--- src/rtl/uart_tx_serializer.sv ---
// ============================================================================
// Module   : uart_tx_serializer
// Brief    : LSB-first UART frame serializer, one bit per baud_tick pulse.
//            Optional parity stage compiled in with UART_TX_PARITY_EN.
// Revision : 1.0
// ============================================================================
`default_nettype none

module uart_tx_serializer #(
    parameter int DATA_BITS  = 8,
    parameter int STOP_BITS  = 1,
    parameter bit PARITY_ODD = 1'b0
) (
    input  logic                 clk,
    input  logic                 rst,
    input  logic                 baud_tick,
    input  logic [DATA_BITS-1:0] tx_data,
    input  logic                 tx_valid,
    output logic                 tx_ready,
    output logic                 tx,
    output logic                 tx_busy,
    output logic                 tx_done
);

    localparam int                 c_IDX_W     = (DATA_BITS > 1) ? $clog2(DATA_BITS) : 1;
    localparam logic [c_IDX_W-1:0] c_LAST_IDX  = c_IDX_W'(DATA_BITS - 1);
    localparam logic               c_LAST_STOP = 1'(STOP_BITS - 1);

    typedef enum logic [2:0] {
        ST_IDLE   = 3'd0,
        ST_ARMED  = 3'd1,
        ST_START  = 3'd2,
        ST_DATA   = 3'd3,
`ifdef UART_TX_PARITY_EN
        ST_PARITY = 3'd4,
`endif
        ST_STOP   = 3'd5
    } state_t;

    state_t               r_state;
    state_t               w_state_nxt;
    logic [DATA_BITS-1:0] r_shift;
    logic [DATA_BITS-1:0] w_shift_nxt;
    logic [c_IDX_W-1:0]   r_bit_idx;
    logic [c_IDX_W-1:0]   w_bit_idx_nxt;
    logic                 r_stop_cnt;
    logic                 w_stop_cnt_nxt;
    logic                 r_tx;
    logic                 w_tx_nxt;
    logic                 r_done;
    logic                 w_done_nxt;

`ifdef UART_TX_PARITY_EN
    logic                 r_parity;
    logic                 w_parity_nxt;
`else
    logic                 w_unused_parity_odd;
    assign w_unused_parity_odd = PARITY_ODD;
`endif

    always_ff @(posedge clk or negedge rst) begin
        if (!rst) begin
            r_state    <= ST_IDLE;
            r_shift    <= '0;
            r_bit_idx  <= '0;
            r_stop_cnt <= 1'b0;
            r_tx       <= 1'b1;
            r_done     <= 1'b0;
`ifdef UART_TX_PARITY_EN
            r_parity   <= 1'b0;
`endif
        end else begin
            r_state    <= w_state_nxt;
            r_shift    <= w_shift_nxt;
            r_bit_idx  <= w_bit_idx_nxt;
            r_stop_cnt <= w_stop_cnt_nxt;
            r_tx       <= w_tx_nxt;
            r_done     <= w_done_nxt;
`ifdef UART_TX_PARITY_EN
            r_parity   <= w_parity_nxt;
`endif
        end
    end

    // The shift register is consumed from bit 0: each emitted data bit shifts it right.
    always_comb begin
        w_state_nxt    = r_state;
        w_shift_nxt    = r_shift;
        w_bit_idx_nxt  = r_bit_idx;
        w_stop_cnt_nxt = r_stop_cnt;
        w_tx_nxt       = r_tx;
        w_done_nxt     = 1'b0;
`ifdef UART_TX_PARITY_EN
        w_parity_nxt   = r_parity;
`endif
        case (r_state)
            ST_IDLE: begin
                w_tx_nxt = 1'b1;
                if (tx_valid) begin
                    w_shift_nxt  = tx_data;
                    w_state_nxt  = ST_ARMED;
`ifdef UART_TX_PARITY_EN
                    w_parity_nxt = (^tx_data) ^ PARITY_ODD;
`endif
                end
            end
            // Accept never starts the start bit directly, so it always gets a full period.
            ST_ARMED: begin
                if (baud_tick) begin
                    w_tx_nxt    = 1'b0;
                    w_state_nxt = ST_START;
                end
            end
            ST_START: begin
                if (baud_tick) begin
                    w_tx_nxt      = r_shift[0];
                    w_shift_nxt   = {1'b0, r_shift[DATA_BITS-1:1]};
                    w_bit_idx_nxt = '0;
                    w_state_nxt   = ST_DATA;
                end
            end
            ST_DATA: begin
                if (baud_tick) begin
                    if (r_bit_idx == c_LAST_IDX) begin
`ifdef UART_TX_PARITY_EN
                        w_tx_nxt       = r_parity;
                        w_state_nxt    = ST_PARITY;
`else
                        w_tx_nxt       = 1'b1;
                        w_stop_cnt_nxt = 1'b0;
                        w_state_nxt    = ST_STOP;
`endif
                    end else begin
                        w_bit_idx_nxt = r_bit_idx + 1'b1;
                        w_tx_nxt      = r_shift[0];
                        w_shift_nxt   = {1'b0, r_shift[DATA_BITS-1:1]};
                    end
                end
            end
`ifdef UART_TX_PARITY_EN
            ST_PARITY: begin
                if (baud_tick) begin
                    w_tx_nxt       = 1'b1;
                    w_stop_cnt_nxt = 1'b0;
                    w_state_nxt    = ST_STOP;
                end
            end
`endif
            ST_STOP: begin
                if (baud_tick) begin
                    if (r_stop_cnt == c_LAST_STOP) begin
                        w_tx_nxt    = 1'b1;
                        w_done_nxt  = 1'b1;
                        w_state_nxt = ST_IDLE;
                    end else begin
                        w_stop_cnt_nxt = r_stop_cnt + 1'b1;
                    end
                end
            end
            default: begin
                w_tx_nxt    = 1'b1;
                w_state_nxt = ST_IDLE;
            end
        endcase
    end

    assign tx       = r_tx;
    assign tx_ready = (r_state == ST_IDLE);
    assign tx_busy  = (r_state != ST_IDLE);
    assign tx_done  = r_done;

endmodule

`default_nettype wire

--- config.mk ---
export PLATFORM = sky130hd
export DESIGN_NAME = uart_tx_serializer
export DESIGN_NICKNAME = d
export VERILOG_FILES = /design/src/rtl/uart_tx_serializer.sv
export SDC_FILE = /design/constraint.sdc
export NUM_CORES = 1
export LEC_CHECK = 0
export CELL_PAD_IN_SITES_DETAIL_PLACEMENT = 1
export CELL_PAD_IN_SITES_GLOBAL_PLACEMENT = 1
export CORE_MARGIN = 4
export CORE_UTILIZATION = 40
export CTS_BUF_LIST = sky130_fd_sc_hd__clkbuf_4 sky130_fd_sc_hd__clkbuf_8
export DETAILED_ROUTE_END_ITERATION = 8
export DONT_BUFFER_PORTS = 1
export GPL_TIMING_DRIVEN = 0
export PLACE_DENSITY = 0.67
export SLEW_MARGIN = 25
export SYNTH_ARGS = -nofsm -noshare
export SYNTH_HDL_FRONTEND = slang
export SYNTH_SLANG_ARGS = --single-unit
--- constraint.sdc ---
create_clock -name clk -period 2 [get_ports clk]
set_input_delay 0.4 -clock clk [delete_from_list [all_inputs] [get_ports clk]]
set_output_delay 0.4 -clock clk [all_outputs]
set_load 0.05 [all_outputs]
### Word level (Yosys, flattened, before mapping)

Cells that the tools add are included.

| storage, ports and cells | value |
|---|---|
| register bits after elaboration | 17 |
| latch bits | 0 |
| RAM bits | 0 |
| bits in read-only memories | 0 |
| output and inout bits | 4 |
| memories | 0 |

| cells by class | value |
|---|---|
| $add $sub $neg | 2 |
| multipliers | 0 |
| divide/modulo/power cells | 0 |
| order comparisons | 0 |
| eq/ne operators | 13 |
| shift operators | 0 |
| muxes and demuxes | 32 |
| bitwise operators | 0 |
| reductions and logical operators | 10 |

Operator list:

| cell | number |
|---|---|
| $mux 8 | 4 |
| $mux 3 | 10 |
| $pmux 8 s3 | 1 |
| $ne 2x2->1 const B | 8 |
| $pmux 3 s5 | 1 |
| $mux 1 | 13 |
| $reduce_and 5->1 | 2 |
| $reduce_and 4->1 | 2 |
| $reduce_and 7->1 | 1 |
| $eq 3x2->1 const B | 2 |
| $eq 3x3->1 const B | 2 |
| $pmux 3 s2 | 1 |
| $reduce_bool 3->1 | 2 |
| $pmux 1 s4 | 1 |
| $reduce_bool 2->1 | 2 |
| $add 3x1->3 const B | 1 |
| $eq 3x1->1 const B | 1 |
| $logic_not 3->1 | 1 |
| $pmux 1 s2 | 1 |
| $add 1x1->1 const B | 1 |

### Logic depth before layout (Yosys ltp)

| logic depth | value |
|---|---|
| depth in word-level cells | 4 |
| mapped depth | 5 |
| gate-level depth less buffers | 5 |

### Worst setup path after synthesis

Ideal clock, no wire load.

| timing | value |
|---|---|
| path kind | register -> output |
| start | reg r_state[0] |
| end | out tx_busy |
| arrival time | 2.350 ns |
| data required time | 1.600 ns |
| setup slack | -0.750 ns |
| stages on the path, launching flop included | 4 |
| buffers on the path | 1 |
| cell sequence | dfrtp_1 -> clkbuf_1 -> nor3_1 -> inv_1 |

| between the ends | value |
|---|---|
| word-level cells in the longest chain between the ends | 1 |

Ends and longest elaborated chain:

| item | RTL line | RTL |
|---|---|---|
| start: declaration | 40 | `state_t r_state;` |
| start signal: assignment | 73 | `r_state <= w_state_nxt;` |
| $reduce_bool 3->1 | 169 | `assign tx_busy = (r_state != ST_IDLE);` |
| end: declaration | 21 | `output logic tx_busy,` |

No other way between the ends.

### Worst setup path in the final report

| timing | value |
|---|---|
| start | reg r_state[2] |
| end | out tx_busy |

The elaborated chain is that of the path after synthesis.

==> flow_summary_export.csv <==
group,metric,value,unit
placement,io_buffers,0,
synth,syn_area,861,µm²
cts,cts_tree,"built",
sta,fmax,445,MHz
flow_run,cap_violations,0,
placement,pre_cts_ws,-0.0560,ns
worst_hold_path,hold_class,"input port to flip-flop",
pwr,p_per_area,1380,mW/mm²
synth,ys_ff_latch,16,
sta,final_max_slew_viol_count,0,
floorplan,die_h,54.4,µm
setup_path,cp-end-kind,"primary output",
status,violations,"setup timing",
global_routing,antenna_found_initial,0,
setup_path,crit_slowest_cell,"nor3_4",
sta,finalSetupViolCount,1,
placement,place_area,906,µm²
worst_hold_path,whs_path_depth,2,
cts,cts.clk_slew.worst_paths,0.10,ns
pwr,ir_drop,622,µV
global_routing,grt_pass1_vias,690,
floorplan,die_w,54.4,µm
routing,wire_per_inst,15.4,µm
placement,dp_hpwl,1270,µm
floorplan,initial_utilization,43.0,%
routing,ant_nets,0,
setup_path,worst-r2r-cell-count,5,
pwr,power,0.00147,W
sta,hold_violations,0,
sta,tightestPinTransition,0.719,ns
cells_and_area,drive_gt1_share,35.2,%
cells_and_area,synthToLayoutAreaGrowth,23.1,%
sta,max-slew-margin-rel,51.9,%
synth,seq_area_frac_synth,46.7,%
routing,drt_wl_total,1810,µm
setup_path,cp.depth,3,
floorplan,core,0.00200,mm²
cells_and_area,nNetsFinal,106,
cells_and_area,final_design_area_no_fill,0.00106,mm²
cts,cts_made_buffers,3,
cells_and_area,num_antenna_cells,0,
synth,avgSynthCellArea,11.0,µm²
routing,vias_per_cell,5.37,
global_routing,grt_pass1_wl,3040,µm
setup_path,crit_type,"flip-flop to primary output",
cts,cts_sinks,16,
setup_path,max_stage_delay,0.55,ns
synth,yosys.area_share.simple,14.7,%
setup_path,critPathBufInv,2,
global_routing,grt_max_degree,17,
synth,yosysUniqueCellTypes,27,
synth,synth_xor_area_share,0,%
floorplan,ios,16,
floorplan,row_count,16,
synth,synth_warnings,0,
sta,setup_ws,-0.249,ns
floorplan,dieArea,0.00296,mm²
routing,dr.pass1.iters,2,
cts,clockRootBuffer,"clkbuf_4",
placement,dp_cells,105,
routing,drt_iter0_markers,4,
sta,fin_skew,0.00824,ns
synth,synth_mux_area_share,21.5,%
synth,synthAdderAreaFrac,2.91,%
setup_path,worstPathRequired,1.60,ns
synth,synth_cells,78,
cells_and_area,fin_cells,118,
global_routing,grt_usage,14.9,%
setup_path,crit_family,"buffers and inverters",
placement,gp_congestion,0.698,
routing,drcViolationCount,0,
status,outcome,"complete, but fails checks",
setup_path,start_kind,"flip-flop",
routing,vias,634,
pwr,p_leak,0.472,nW
synth,synth_top_family_by_area,"multiplexers",
setup_path,path_cells,"clkbuf_8 > nor3_4 > clkinvlp_4",
setup_path,critPathMaxFanout,2,
cts,h-tree-depth,1,
global_routing,grt_overflow,0,
sta,min_period,2.25,ns
setup_path,crit_arrival,1.85,ns
cts,cts_buffer_depth,2,
sta,rsz0062_at_grt,"yes",
synth,synth_compound_area_share,10.8,%
synth,synthesis.nets,92,
cts,clock_latency,0.28,ns
sta,finalCritPeriodShare,112,%
[Yosys cell counts]
cell type	instances	area [µm²]
dfrtp_1	15	375
mux2_2	12	135
nand2_1	8	30.0
clkbuf_1	5	18.8
mux2i_1	5	50.1
inv_1	3	11.3
o21ai_0	3	15.0
a21oi_1	2	10.0
ha_1	2	25.0
nand3_1	2	10.0
nor2_1	2	7.51
nor2b_1	2	12.5
nor3_1	2	10.0
o211ai_1	2	15.0
a21boi_0	1	7.51
a22o_1	1	8.76
a2bb2oi_1	1	8.76
a31oi_1	1	6.26
and3_1	1	6.26
and4_1	1	8.76
dfstp_2	1	26.3
nand2b_1	1	6.26
nand3b_1	1	7.51
nand4b_1	1	8.76
nand4bb_1	1	11.3
nor3b_1	1	7.51
o31ai_4	1	21.3
[final timing paths]
path / start / to / slack [ns]
max: r_state[2] / tx_busy / -0.25
min: tx_data[7] / r_shift[7] / 0.25
max reg2reg: r_bit_idx[0] / r_shift[6] / 0.12
min reg2reg: r_shift[2] / r_shift[2] / 0.51
max in group asynchronous: rst / r_shift[1] / 0.93
min in group asynchronous: rst / r_shift[7] / 0.61
[where the power goes]
group	internal (W)	switching, W	total (W)
Sequential	0.000449	0.000111	0.000560
Clock	0.000111	0.0000989	0.000209
Combinational	0.000375	0.000322	0.000696
[area by class of cell]
class                      count  area, µm²
buffer                         5       46.3
clock buffer                   4       36.3
fill                         221        942
inverter                       3       15.0
multi-input combinational     54        457
sequential                    16        402
tap                           27       33.8
timing repair buffer           9       70.1
[worst reg2reg max path, cell delays in order, from the launching register on]
cell	delay, ns
dfrtp_1	0.42
ha_1	0.22
ha_1	0.27
nand4bb_4	0.30
o31ai_4	0.16
mux2_2	0.40
[cell families after synthesis]
kind of cell / Yosys count
mux: 17
buf+inv: 8
fa+ha+maj: 2
compound gates: 12
simple gates: 23
flops: 16
[metrics by stage]
stage | setup TNS, ns | util, % | hold slack [ns]
after floorplan | 0 | - | 0.104
after global placement | -0.0449 | 45.3 | 0.105
after detailed placement | -0.0560 | 45.3 | 0.105
after CTS | -0.247 | 51.1 | 0.240
after global routing | -0.311 | 52.9 | 0.253
final | -0.249 | 52.9 | 0.248
[placed cells by master, fill, tap and decap left out, drive strengths merged]
cell type / n
a21oi: 2
nor2b: 2
mux2i: 5
nor2: 2
mux2: 12
ha: 2
nand3: 2
o21ai: 3
nand4b: 1
nor3b: 1
nand3b: 1
nand4bb: 1
clkinvlp: 1
o211ai: 2
o31ai: 1
nand2: 8
nand2b: 1
inv: 2
a22o: 1
dfrtp: 15
clkbuf: 8
dlygate4sd3: 1
dfstp: 1
and4: 1
nor3: 2
a21boi: 1
and3: 1
a2bb2oi: 1
buf: 9
a31oi: 1
[timing repair]
item                       CTS  global route
setup endpoints to repair    7             7
buffers inserted             5             3
pin swaps                    1             1
hold endpoints to repair    16             0
hold buffers                 1             0
gates resized for setup     10             3
[registers in the layout, summed over array words and instances, names as in the netlist]
signal,flops
tx,1
r_state,3
r_bit_idx,3
r_shift,8
tx_done,1
[routing by layer]
metal  global-route usage (%)  share of wire, %
met5                        0                 0
met4                     6.22              0.94
met3                     4.09               5.5
met2                     27.9                52
met1                     15.3                42
(Power assumes the default switching activity.)
==> RTL edit 1 (same flow settings) <==
Reset style: synchronous (`rst`), changed in one clocked block.
--- a/src/rtl/uart_tx_serializer.sv
+++ b/src/rtl/uart_tx_serializer.sv
@@ -58,7 +58,7 @@
     assign w_unused_parity_odd = PARITY_ODD;
 `endif
 
-    always_ff @(posedge clk or negedge rst) begin
+    always_ff @(posedge clk) begin
         if (!rst) begin
             r_state    <= ST_IDLE;
             r_shift    <= '0;
Formal check against the unedited RTL: differs if rst is asserted again (counterexample within 4 cycles, from zero or initial values and one cycle with rst low); with rst held inactive, the same outputs for 10 cycles.
==> RTL edit 1 against the original RTL <==
  * Synthesized cell count rose by 24%
  * Count of clock-buffer cells in the layout fell by 1
  * Hold slack improved by 0.027 ns
  * Routed wire length rose by 10%
  * Critical endpoint is now tx_ready
  * Synthesized area rose by 2.8%
  * Die area rose by 2.3%
  * Worst setup slack improved by 0.32 ns
  * Largest cell class unchanged
  * Critical path type unchanged
  * Non-clock buffer count fell by 5
  * Sequential cell count did not move
  * Global-route usage rose by 0.86 points
  * Final area fell by 10%
Power is not compared: it rests on default switching activity, and its combinational part moved more than twofold at a synthesized area within 25%.
==> RTL edit 1: results (changes against the original RTL) <==
[place]
port_buffers = 0  ; unchanged
placedCellCount = 124  ; +18%
gp_congestion = 0.721  ; +3.3%
dp.final_hpwl_mm = 1.46  ; +15%
placed_cell_area_um2 = 918  ; +1.4%

[global_route]
antenna_found_initial = 0  ; unchanged
grtUsageTotal_pct = 15.8  ; +0.86 points
use_met2_pct = 23.2  ; -4.7 points
gr-usage-met1_pct = 20.2  ; +4.8 points
grtUsageMet3_pct = 4.29  ; +0.20 points
grt_pass1_wl_mm = 3.33  ; +9.5%
grt_max_degree = 11  ; -6
grt_pass1_vias = 726  ; +5.2%

[clock_network]
clk_latency_ns = 0.28  ; about the same
clkTransAtPathRegs_ns = 0.09
post_cts_buffers = 0  ; -5

[timing]
setup_viol = 0  ; -1
tightest_slew_ns = 0.520  ; -0.199 ns
clock_skew_ns = 0.00629  ; -0.00194 ns

[setup_path]
arrival_ns = 1.53  ; -0.32 ns
r2r_cells = 5  ; unchanged
crit_path_top_delay_cell = or3_4
critPathMaxStageDelay_ns = 0.51  ; -0.04 ns
r2r_end = r_shift[7]
cp_max_fo = 10  ; +8
timing.rr.start = r_bit_idx[0]
crit_path_start = r_state[0]
rrSetupSlack_ns = 0.34  ; +0.22 ns

[worst_hold_path]
min_to = r_state[1]
whs_path_depth = 1  ; -1
holdCritStartpoint = rst

[run_status]
status = finished clean

[synthesis]
async_flop_share_pct = 0  ; -100 points
synth.distinct_cells = 33  ; +22%
ys_top_cells_by_area = dfxtp_1 (36%), mux2i_1 (10%), o211ai_1 (5.9%)
yosysSeqAreaShare_pct = 36.2  ; -10 points
avgSynthCellArea_um2 = 9.12  ; -17%
syn_nets = 111  ; +21%
synth_commonest_cells = dfxtp_1 (16), nand2_1 (11), mux2i_1 (9), nand2b_1 (7), o211ai_1 (7)

[cells_and_area]
fillers = 244  ; +10%
drive_above_1_share_pct = 17.0  ; -18 points
areaGrowthSynthToFinish_pct = 7.36

[drt]
vias = 713  ; +12%
routed_via_density = 5.61  ; +4.5%
firstDrtPassIters = 4  ; +2
post_drt_wl_per_cell_um = 15.7  ; +2.5%
drt-initial-drc-count = 8  ; +4

[power]
ir_drop_v = 0.000358

[RTL edit 1: cell count changes in the layout (fill, tap and decap cells not counted), sizes merged, moves of 3 or more]
cell / delta
buf: -3
nand2b: +6
nand4: +3
mux2i: +4
mux2: -12
nand2: +4
dfxtp: +16
o211ai: +5
a21boi: +3
dfrtp: -15
[RTL edit 1: layout make-up]
type                            count  share of cell area (%)
Multi-Input combinational cell     70                    52.7
Sequential cell                    16                    33.7
Buffer                              9                    6.46
Tap cell                           27                    3.56
Clock buffer                        3                    2.37
Inverter                            2                    1.19
[RTL edit 1: how the worst max path moves through the flow]
stage	depth (start not counted)	slack [ns]	endpoint
2_1_floorplan	3	0.13	tx_ready
3_3_place_gp	3	0.07	tx_ready
3_5_place_dp	3	0.06	tx_ready
4_1_cts	3	0.005	tx_ready
5_1_grt	3	0.001	tx_ready
6_report	3	0.07	tx_ready
[RTL edit 1: through the flow]
step | total power [W] | worst slack [ns] | hold slack [ns]
after global placement | 0.000504 | 0.0666 | 0.440
after floorplan | 0.000484 | 0.131 | 0.433
final | 0.000673 | 0.0723 | 0.275
after CTS | 0.000687 | 0.00535 | 0.259
after global routing | 0.000718 | 0.00112 | 0.240
after detailed placement | 0.000508 | 0.0624 | 0.454
[RTL edit 1: kinds of logic (layout without fill, tap and decap cells)]
kind of cell | count (synthesis) | in the layout | share of synthesized area [%]
flops | 16 | 16 | 36.2
compound gates | 22 | 22 | 17.7
fa+ha+maj | 2 | 2 | 2.83
mux | 9 | 9 | 10.2
buf+inv | 11 | 14 | 7.64
simple gates | 37 | 37 | 25.5
[RTL edit 1: timing repair]
item,4_1_cts,5_1_grt
endpoints found under the hold margin,0,0
endpoints found under the setup margin,1,1
resized for setup,2,2
[RTL edit 1: routing by layer]
metal | wire length (um) | vias up
met5 | 0 | -
met4 | 46 | 0
met3 | 113 | 4
met2 | 853 | 15
met1 | 985 | 341
li1 | - | 353
[RTL edit 1: worst max-delay path, delay by kind of cell (launching register included)]
kind / cells / cell delay (ns)
buf+inv: 2 / 0.42
simple gates: 1 / 0.51
flops: 1 / 0.32
[RTL edit 1: power by group]
part / total [W] / internal [W] / switching (W)
combinational: 0.000150 / 0.0000622 / 0.0000873
sequential: 0.000355 / 0.000341 / 0.0000140
clock: 0.000169 / 0.0000698 / 0.0000987
==> RTL edit 2 (config.mk and constraints unchanged) <==
Made on the original files. Add a define of `UART_TX_PARITY_EN`.
--- a/src/rtl/uart_tx_serializer.sv
+++ b/src/rtl/uart_tx_serializer.sv
@@ -5,6 +5,8 @@
 // Revision : 1.0
 // ============================================================================
 `default_nettype none
+
+`define UART_TX_PARITY_EN
 
 module uart_tx_serializer #(
     parameter int DATA_BITS  = 8,
Behaviour: same outputs for any inputs over 10 cycles, from zero or initial values and one cycle with rst low; that may be too few to reach the edited logic, so the function may still have changed.
==> RTL edit 2 against the original RTL <==
  * The flow still finishes with violations (negative setup slack)
  * Hold slack worse by 0.040 ns
  * Critical path type unchanged
  * Total power down 2.6%
  * Maximum frequency down 0.97%
  * Largest power group is now registers
  * Register-to-register slack about the same
  * Global-route usage down 1.3 points
  * Synthesized area up 12%
  * Final area down 1.4%
  * Routed wire length up 9.9%
  * Combinational power down 13%
  * Sequential cell count up 1
  * Synthesized cell count up 19%
  * Worst setup slack worse by 0.022 ns
  * Core utilization down 6.6 points
==> RTL edit 2: results (changes against the original RTL) <==
[power]
ir_drop_v = 0.000670  ; +7.8%
leakagePower_nw = 0.444  ; -5.8%
seqPwrFrac_pct = 44.1  ; +5.9 points

[synthesis]
muxShareOfSynthArea_pct = 16.2  ; -5.3 points
synth_commonest_cells = dfrtp_1 (16), mux2_2 (13), nand2_1 (8), xnor2_1 (7), o21ai_0 (6)
synth_fa_ha_area_share_pct = 2.60  ; -0.31 points
synth-seq-cells = 17  ; +1

[global_route]
grtUsageMet3_pct = 2.49  ; -1.6 points
grt_pass1_vias = 728  ; +5.5%
grtUsageTotal_pct = 13.6  ; -1.3 points
use_met2_pct = 20.9  ; -7.0 points

[cells_and_area]
seq_share_pct = 40.8  ; +2.9 points
buffer_area_share_pct = 3.95  ; -7.0 points
fillers = 266  ; +20%
nNetsFinal = 113  ; +6.6%

[run_status]
violations = negative setup slack
status = finished with violations

[setup_path]
arrival_ns = 1.87  ; +0.02 ns

[clock_network]
post_cts_buffers = 0  ; -5
ctsResizeCount = 0  ; -10

[timing]
tightest_slew_ns = 0.769  ; +0.0501 ns
max_freq_ghz = 0.440  ; -0.97%
setup_viol = 1  ; unchanged
setup_ws_ns = -0.271  ; -0.0220 ns

[drt]
wl_met2_um = 943  ; +0.21%
wl_met1_um = 917  ; +22%
vias = 711  ; +12%

[place]
placed_cell_area_um2 = 1000  ; +11%
placedCellCount = 121  ; +15%
gp_congestion = 0.759  ; +8.8%

## RTL edit 2: cell types whose count changed in the layout (fill, tap and decap cells not counted), sizes merged, moves of 2 or more
| cell | change |
|---|---|
| xnor2 | +7 |
| buf | -4 |
| mux2i | -4 |
| clkbuf | -3 |
| nor2 | +3 |
| o21ai | +3 |
| a21oi | +2 |
| a22o | +2 |
| inv | +2 |
| nor2b | -2 |
| o211ai | -2 |
## RTL edit 2: worst paths after layout
kind / end / depth (start not counted) / slack, ns / start
worst max-delay path: tx_busy / 3 / -0.27 / r_state[2]
worst min-delay path: r_parity / 1 / 0.21 / tx_valid
worst max register to register: r_shift[2] / 6 / 0.12 / r_bit_idx[0]
worst min register to register: r_shift[6] / 1 / 0.52 / r_shift[6]
max in group asynchronous: r_state[2] / 1 / 0.90 / rst
min in group asynchronous: tx_done / 1 / 0.62 / rst
## RTL edit 2: critical path: stages, from the launching register on
cell and delay, ns:
dfrtp_1 0.38, buf_2 0.19, nor3_4 0.59, inv_1 0.42
